--- src/rtl/upsampler_pkg.sv ---
// Shared types and helpers for the upsampler and its phase counter.
package upsampler_pkg;

  localparam int unsigned DEF_WIDTH  = 8;
  localparam int unsigned DEF_FACTOR = 4;

  typedef enum logic [0:0] {
    IDLE = 1'b0,
    EMIT = 1'b1
  } upsampler_state_e;

  typedef logic signed [7:0] sample_t;

  // Counter width for a modulo-n count, never narrower than one bit.
  function automatic int unsigned cnt_width(input int unsigned n);
    return (n > 1) ? $clog2(n) : 1;
  endfunction

endpackage

--- src/rtl/upsampler_if.sv ---
// Sample-in / sample-out handshake bundle for the upsampler.
interface upsampler_if #(
  parameter int unsigned WIDTH = 8
);
  logic signed [WIDTH-1:0] in;
  logic                    in_valid;
  logic                    in_ready;
  logic signed [WIDTH-1:0] out;
  logic                    out_valid;
  logic                    out_ready;

  modport slave (
    input  in, in_valid, out_ready,
    output in_ready, out, out_valid
  );

  modport master (
    output in, in_valid, out_ready,
    input  in_ready, out, out_valid
  );
endinterface

--- src/rtl/upsampler_mod_counter.sv ---
// Modulo-N counter with synchronous clear; wrap flags the last count.
module mod_counter
  import upsampler_pkg::*;
#(
  parameter int unsigned N = 4,
  localparam int unsigned W = cnt_width(N)
) (
  input  logic         clk,
  input  logic         rst,
  input  logic         en,
  input  logic         clr,
  output logic [W-1:0] count,
  output logic         wrap
);

  logic [W-1:0] count_q, count_d;

  assign wrap = (count_q == W'(N - 1));

  always_comb begin
    count_d = count_q;
    if (clr) begin
      count_d = '0;
    end else if (en) begin
      count_d = wrap ? '0 : count_q + W'(1);
    end
  end

  always_ff @(posedge clk or posedge rst) begin
    if (rst) begin
      count_q <= '0;
    end else begin
      count_q <= count_d;
    end
  end

  assign count = count_q;

endmodule

--- src/rtl/upsampler.sv ---
// Integer-factor upsampler: each input becomes FACTOR output beats.
// Define UPSAMPLER_HOLD_EN for zero-order hold instead of zero stuffing.
module upsampler
  import upsampler_pkg::*;
#(
  parameter int unsigned WIDTH  = DEF_WIDTH,
  parameter int unsigned FACTOR = DEF_FACTOR
) (
  input  logic     clk,
  input  logic     rst,
  upsampler_if.slave bus
);

  localparam int unsigned CNT_W  = cnt_width(FACTOR);
  localparam logic [0:0]  S_IDLE = IDLE;
  localparam logic [0:0]  S_EMIT = EMIT;

  logic [0:0]              state_q, state_d;
  logic signed [WIDTH-1:0] out_q, out_d;
  logic                    out_valid_q, out_valid_d;
  logic [CNT_W-1:0]        phase;
  logic                    wrap;
  logic                    in_xfer;
  logic                    out_xfer;
  logic signed [WIDTH-1:0] fill;

  assign bus.in_ready = (state_q == S_IDLE) ||
                        ((phase == CNT_W'(FACTOR - 1)) && bus.out_ready);
  assign in_xfer  = bus.in_valid && bus.in_ready;
  assign out_xfer = out_valid_q && bus.out_ready;

`ifdef UPSAMPLER_HOLD_EN
  assign fill = out_q;
`else
  assign fill = '0;
`endif

  // Phase advances once per delivered beat and rolls over after the last one.
  mod_counter #(
    .N (FACTOR)
  ) u_phase (
    .clk   (clk),
    .rst   (rst),
    .en    (out_xfer),
    .clr   (state_q == S_IDLE),
    .count (phase),
    .wrap  (wrap)
  );

  always_comb begin
    state_d     = state_q;
    out_d       = out_q;
    out_valid_d = out_valid_q;
    case (state_q)
      S_IDLE: begin
        if (in_xfer) begin
          out_d       = bus.in;
          out_valid_d = 1'b1;
          state_d     = S_EMIT;
        end
      end
      S_EMIT: begin
        if (out_xfer) begin
          if (!wrap) begin
            out_d = fill;
          end else if (in_xfer) begin
            out_d = bus.in;
          end else begin
            out_d       = '0;
            out_valid_d = 1'b0;
            state_d     = S_IDLE;
          end
        end
      end
      default: begin
        out_d       = '0;
        out_valid_d = 1'b0;
        state_d     = S_IDLE;
      end
    endcase
  end

  always_ff @(posedge clk or posedge rst) begin
    if (rst) begin
      state_q     <= S_IDLE;
      out_q       <= '0;
      out_valid_q <= 1'b0;
    end else begin
      state_q     <= state_d;
      out_q       <= out_d;
      out_valid_q <= out_valid_d;
    end
  end

  assign bus.out       = out_q;
  assign bus.out_valid = out_valid_q;

endmodule
--- src/flat_wrapper.sv ---
// flat-port wrapper written by rule: the top's interface ports become plain ports
module upsampler_flat import upsampler_pkg::*;
#(
  parameter int unsigned WIDTH  = DEF_WIDTH,
  parameter int unsigned FACTOR = DEF_FACTOR
)
  (clk, rst, bus_in, bus_in_valid, bus_out_ready, bus_in_ready, bus_out, bus_out_valid);
  upsampler_if #(.WIDTH(WIDTH)) bus_i ();
  input  logic clk;
  input  logic rst;
  input wire logic [$bits(bus_i.in)-1:0] bus_in;
  input wire logic [$bits(bus_i.in_valid)-1:0] bus_in_valid;
  input wire logic [$bits(bus_i.out_ready)-1:0] bus_out_ready;
  output wire logic [$bits(bus_i.in_ready)-1:0] bus_in_ready;
  output wire logic [$bits(bus_i.out)-1:0] bus_out;
  output wire logic [$bits(bus_i.out_valid)-1:0] bus_out_valid;
  assign bus_i.in = bus_in;
  assign bus_i.in_valid = bus_in_valid;
  assign bus_i.out_ready = bus_out_ready;
  assign bus_in_ready = bus_i.in_ready;
  assign bus_out = bus_i.out;
  assign bus_out_valid = bus_i.out_valid;
  upsampler #(.WIDTH(WIDTH), .FACTOR(FACTOR)) u_core (.clk(clk), .rst(rst), .bus(bus_i));
endmodule
--- config.mk ---
export PLATFORM = sky130hd
export DESIGN_NAME = upsampler_flat
export DESIGN_NICKNAME = d
export VERILOG_FILES = /design/src/rtl/upsampler_pkg.sv /design/src/rtl/upsampler_if.sv /design/src/rtl/upsampler_mod_counter.sv /design/src/rtl/upsampler.sv /design/src/flat_wrapper.sv
export SDC_FILE = /design/constraint.sdc
export NUM_CORES = 1
export LEC_CHECK = 0
export CORE_MARGIN = 10
export CORE_UTILIZATION = 42
export DETAILED_ROUTE_END_ITERATION = 6
export PLACE_DENSITY = 0.73
export SETUP_SLACK_MARGIN = 0.05
export SLEW_MARGIN = 0
export SYNTH_ARGS = -nofsm -noshare
export SYNTH_HDL_FRONTEND = slang
export SYNTH_HIERARCHICAL = 1
export SYNTH_SLANG_ARGS = --single-unit
--- constraint.sdc ---
create_clock -name clk -period 1.81 [get_ports clk]
set_clock_uncertainty 0.1 [all_clocks]
set_input_delay 0.181 -clock clk [delete_from_list [all_inputs] [get_ports clk]]
set_output_delay 0.181 -clock clk [all_outputs]
set_load 0.05 [all_outputs]
==> key figures <==
Logic synthesis
  • Post-synth top area share: 47.9%
  • XOR/XNOR share of the synthesized area: 0%
  • Ranking of synthesized cells by area: dfrtp_1, mux2_4, a22o_1
  • Adder-Cell Fraction of Synth Area: under 10%
  • Sequential fraction of the synthesis area: 47.9%
  • Syn avg cell area: around 12 µm²
  • Synth Area in Simple Gates: around 15%
  • Synth Register Bits: 12
  • Synthesized Nets: between 60 and 70
  • Largest family of logic cells by synthesized area: compound AO/OA/AOI/OAI gates
  • Post-synth cell types: 25
  • Mux share of post-synthesis cell area: around 8.8%
  • Yosys Warn Count: 6
  • Mapped Cells: 52
  • Compound-Gate Fraction of Synth Area: a little over a fifth
  • Netlist Area Pre-Place: approximately 630 µm²
  • Yosys top cell by area: dfrtp_1

Place
  • GPL Wtd Cong: ~0.74
  • Detailed Place HPWL: ~1.2 mm
  • Dpl cell area: between 800 and 900 µm²
  • IO buf count: 21

Clock network
  • CTS tree: done
  • Clk slew on worst S/H paths: 0.07 ns
  • Clk Tree Root Cell: clkbuf_4
  • Clk sinks: 12
  • # resized after CTS: 0
  • Num CTS Buffers: 3
  • CTS max path bufs: 2
  • Worst-Skew Late Latency: between 0.2 and 0.3 ns
  • H-tree depth: 1

STA
  • Worst-Margin Slew: a little over 0.5 ns
  • Total negative slack: 0 ns
  • Final hold vios: 0
  • Fmax: ~0.58 GHz
  • Slew Limit Fails: 0
  • Setup-failing EPs final: 0
  • RSZ-0062 raised after global routing: no
  • Tmin final: ~1.7 ns
  • Crit share post-route: around 95%
  • Rel. slew slack: between 60% and 70%

GRT
  • Vias in the first global route: about 540
  • Gr busiest metal: met2
  • Global-route met1 utilization: 9.39%
  • GR Layer Usage met3: under 10%
  • Remaining Overflow, GRT: 0
  • Largest net degree at the start of global routing: 12
  • Global-route wire length before repair: 2.36 mm
  • Gr usage total: 8.99%
  • GRT met2 Usage: between 10 and 15%
  • Initial antenna violation count: 0

Final layout
  • Share of cells above drive strength 1: a little over 30%
  • Most used cells in the layout excluding fill and tap cells: clkdlybuf4s50_1, dfrtp_1, buf_4, a22o_1, nand2_1
  • Area Overhead vs Synth: 40.5%
  • Antenna cells: 0
  • Fin util: 65.2%
  • Cell area after layout: ~880 µm²
  • Post-layout net count: 91

Drt
  • Iter 0 DRT Violations: 3
  • Vias per cell: approximately 5.5
  • DRT antenna net count: 0
  • DRC violations left: 0
  • WL final: 1.44 mm
  • Vias: around 510
  • Wire length per cell: ~16 µm
  • 1st-pass router iterations: 5

Die
  • Row count: 13
  • Initial Util: roughly 46%
  • Die Y: roughly 59 µm
  • Chip width: 58.6 µm
  • Die area: between 0.003 and 0.004 mm²
  • Area of the core: 0.00135 mm²
  • Num ports: 22

Critical path
  • Critical path arrival: roughly 1.4 ns
  • CP cell instances: clkdlybuf4s50_1
  • Top delay family on crit path: buffers and inverters
  • Required time worst endpoint: approximately 1.5 ns
  • CP bufs+invs: 1
  • Largest stage delay on the critical path: ~0.81 ns
  • Critical path's slowest cell: clkdlybuf4s50_1
  • Worst Setup End Kind: primary output
  • CP max FO: 2
  • Worst setup path category: register to primary output
  • Crit start category: register

Power
  • Leakage: between 0.4 and 0.5 nW
  • Peak supply drop: a little under 0.8 mV
  • Power density cells: around 1500 mW/mm²

Run
  • Max-cap violation count: 0

Worst hold path
  • Worst Hold Class: input pin to register

Outcome
  • Outcome: complete, no violations
flip-flops by register name, summed over array words and instances, names as in the netlist:
register	flops
u_core/bus.out	8
u_core/bus.out_valid	1
u_core/state_q	1
u_core/u_phase/count	2
synth_stat cells (all sizes together):
| cell | n |
|---|---|
| dfrtp | 12 |
| a22o | 5 |
| inv | 4 |
| nand2 | 4 |
| a221o | 3 |
| and3 | 3 |
| mux2 | 3 |
| a21oi | 2 |
| buf | 2 |
| nand3 | 2 |
| nor2 | 2 |
| a31oi | 1 |
| a41oi | 1 |
| and2b | 1 |
| ha | 1 |
| mux2i | 1 |
| nand2b | 1 |
| nand4 | 1 |
| o21bai | 1 |
| o22ai | 1 |
| or3b | 1 |
report_power, final:
part	leakage, nW	switching, mW	total (mW)	internal, mW
Sequential	0.157	0.0883	0.449	0.361
Clock	0.0210	0.0872	0.210	0.122
Combinational	0.259	0.427	0.705	0.278
what timing repair did:
action	CTS	global route
buffers inserted	0	0
endpoints found under the hold margin	2	0
hold buffers	1	0
cell families after synthesis:
group | Yosys count
compound gates | 14
simple gates | 15
buf+inv | 6
fa+ha+maj | 1
mux | 4
flops | 12
area by class of cell:
| type | instances | area (µm²) |
|---|---|---|
| Clock buffer | 4 | 36.3 |
| Timing Repair Buffer | 23 | 218 |
| Sequential cell | 12 | 300 |
| Inverter | 4 | 15.0 |
| Fill cell | 118 | 469 |
| Tap cell | 15 | 18.8 |
| Multi-Input combinational cell | 34 | 293 |
path summary, 6_finish.rpt:
kind	endpoint	startpoint	cells past startpoint	slack, ns
min reg2reg	u_core/bus.out[0]	u_core/bus.out[0]	1	0.41
min in group asynchronous	u_core/u_phase/count[0]	rst	3	0.53
max reg2reg	u_core/bus.out[2]	u_core/u_phase/count[0]	4	0.30
max in group asynchronous	u_core/bus.out[0]	rst	3	0.68
max	bus_out[4]	u_core/bus.out[4]	1	0.1
min	u_core/bus.out[3]	bus_in[3]	2	0.40
through the flow:
| stage | cells | setup WS (ns) | hold WS, ns | power [mW] |
|---|---|---|---|---|
| 2_1_floorplan | 52 | 0.218 | -0.178 | 0.932 |
| 3_3_place_gp | 87 | 0.135 | 0.266 | 1.15 |
| 3_5_place_dp | 87 | 0.111 | 0.268 | 1.17 |
| 4_1_cts | 92 | 0.0836 | 0.398 | 1.38 |
| 5_1_grt | 92 | 0.0557 | 0.405 | 1.44 |
| 6_report | 92 | 0.0963 | 0.401 | 1.36 |
metal layers:
layer	routed length [µm]	vias up
met2	704	16
met4	32	0
met3	111	4
li1	-	243
met1	595	242
met5	0	-
Note: power is estimated with default switching activity, not from simulation.
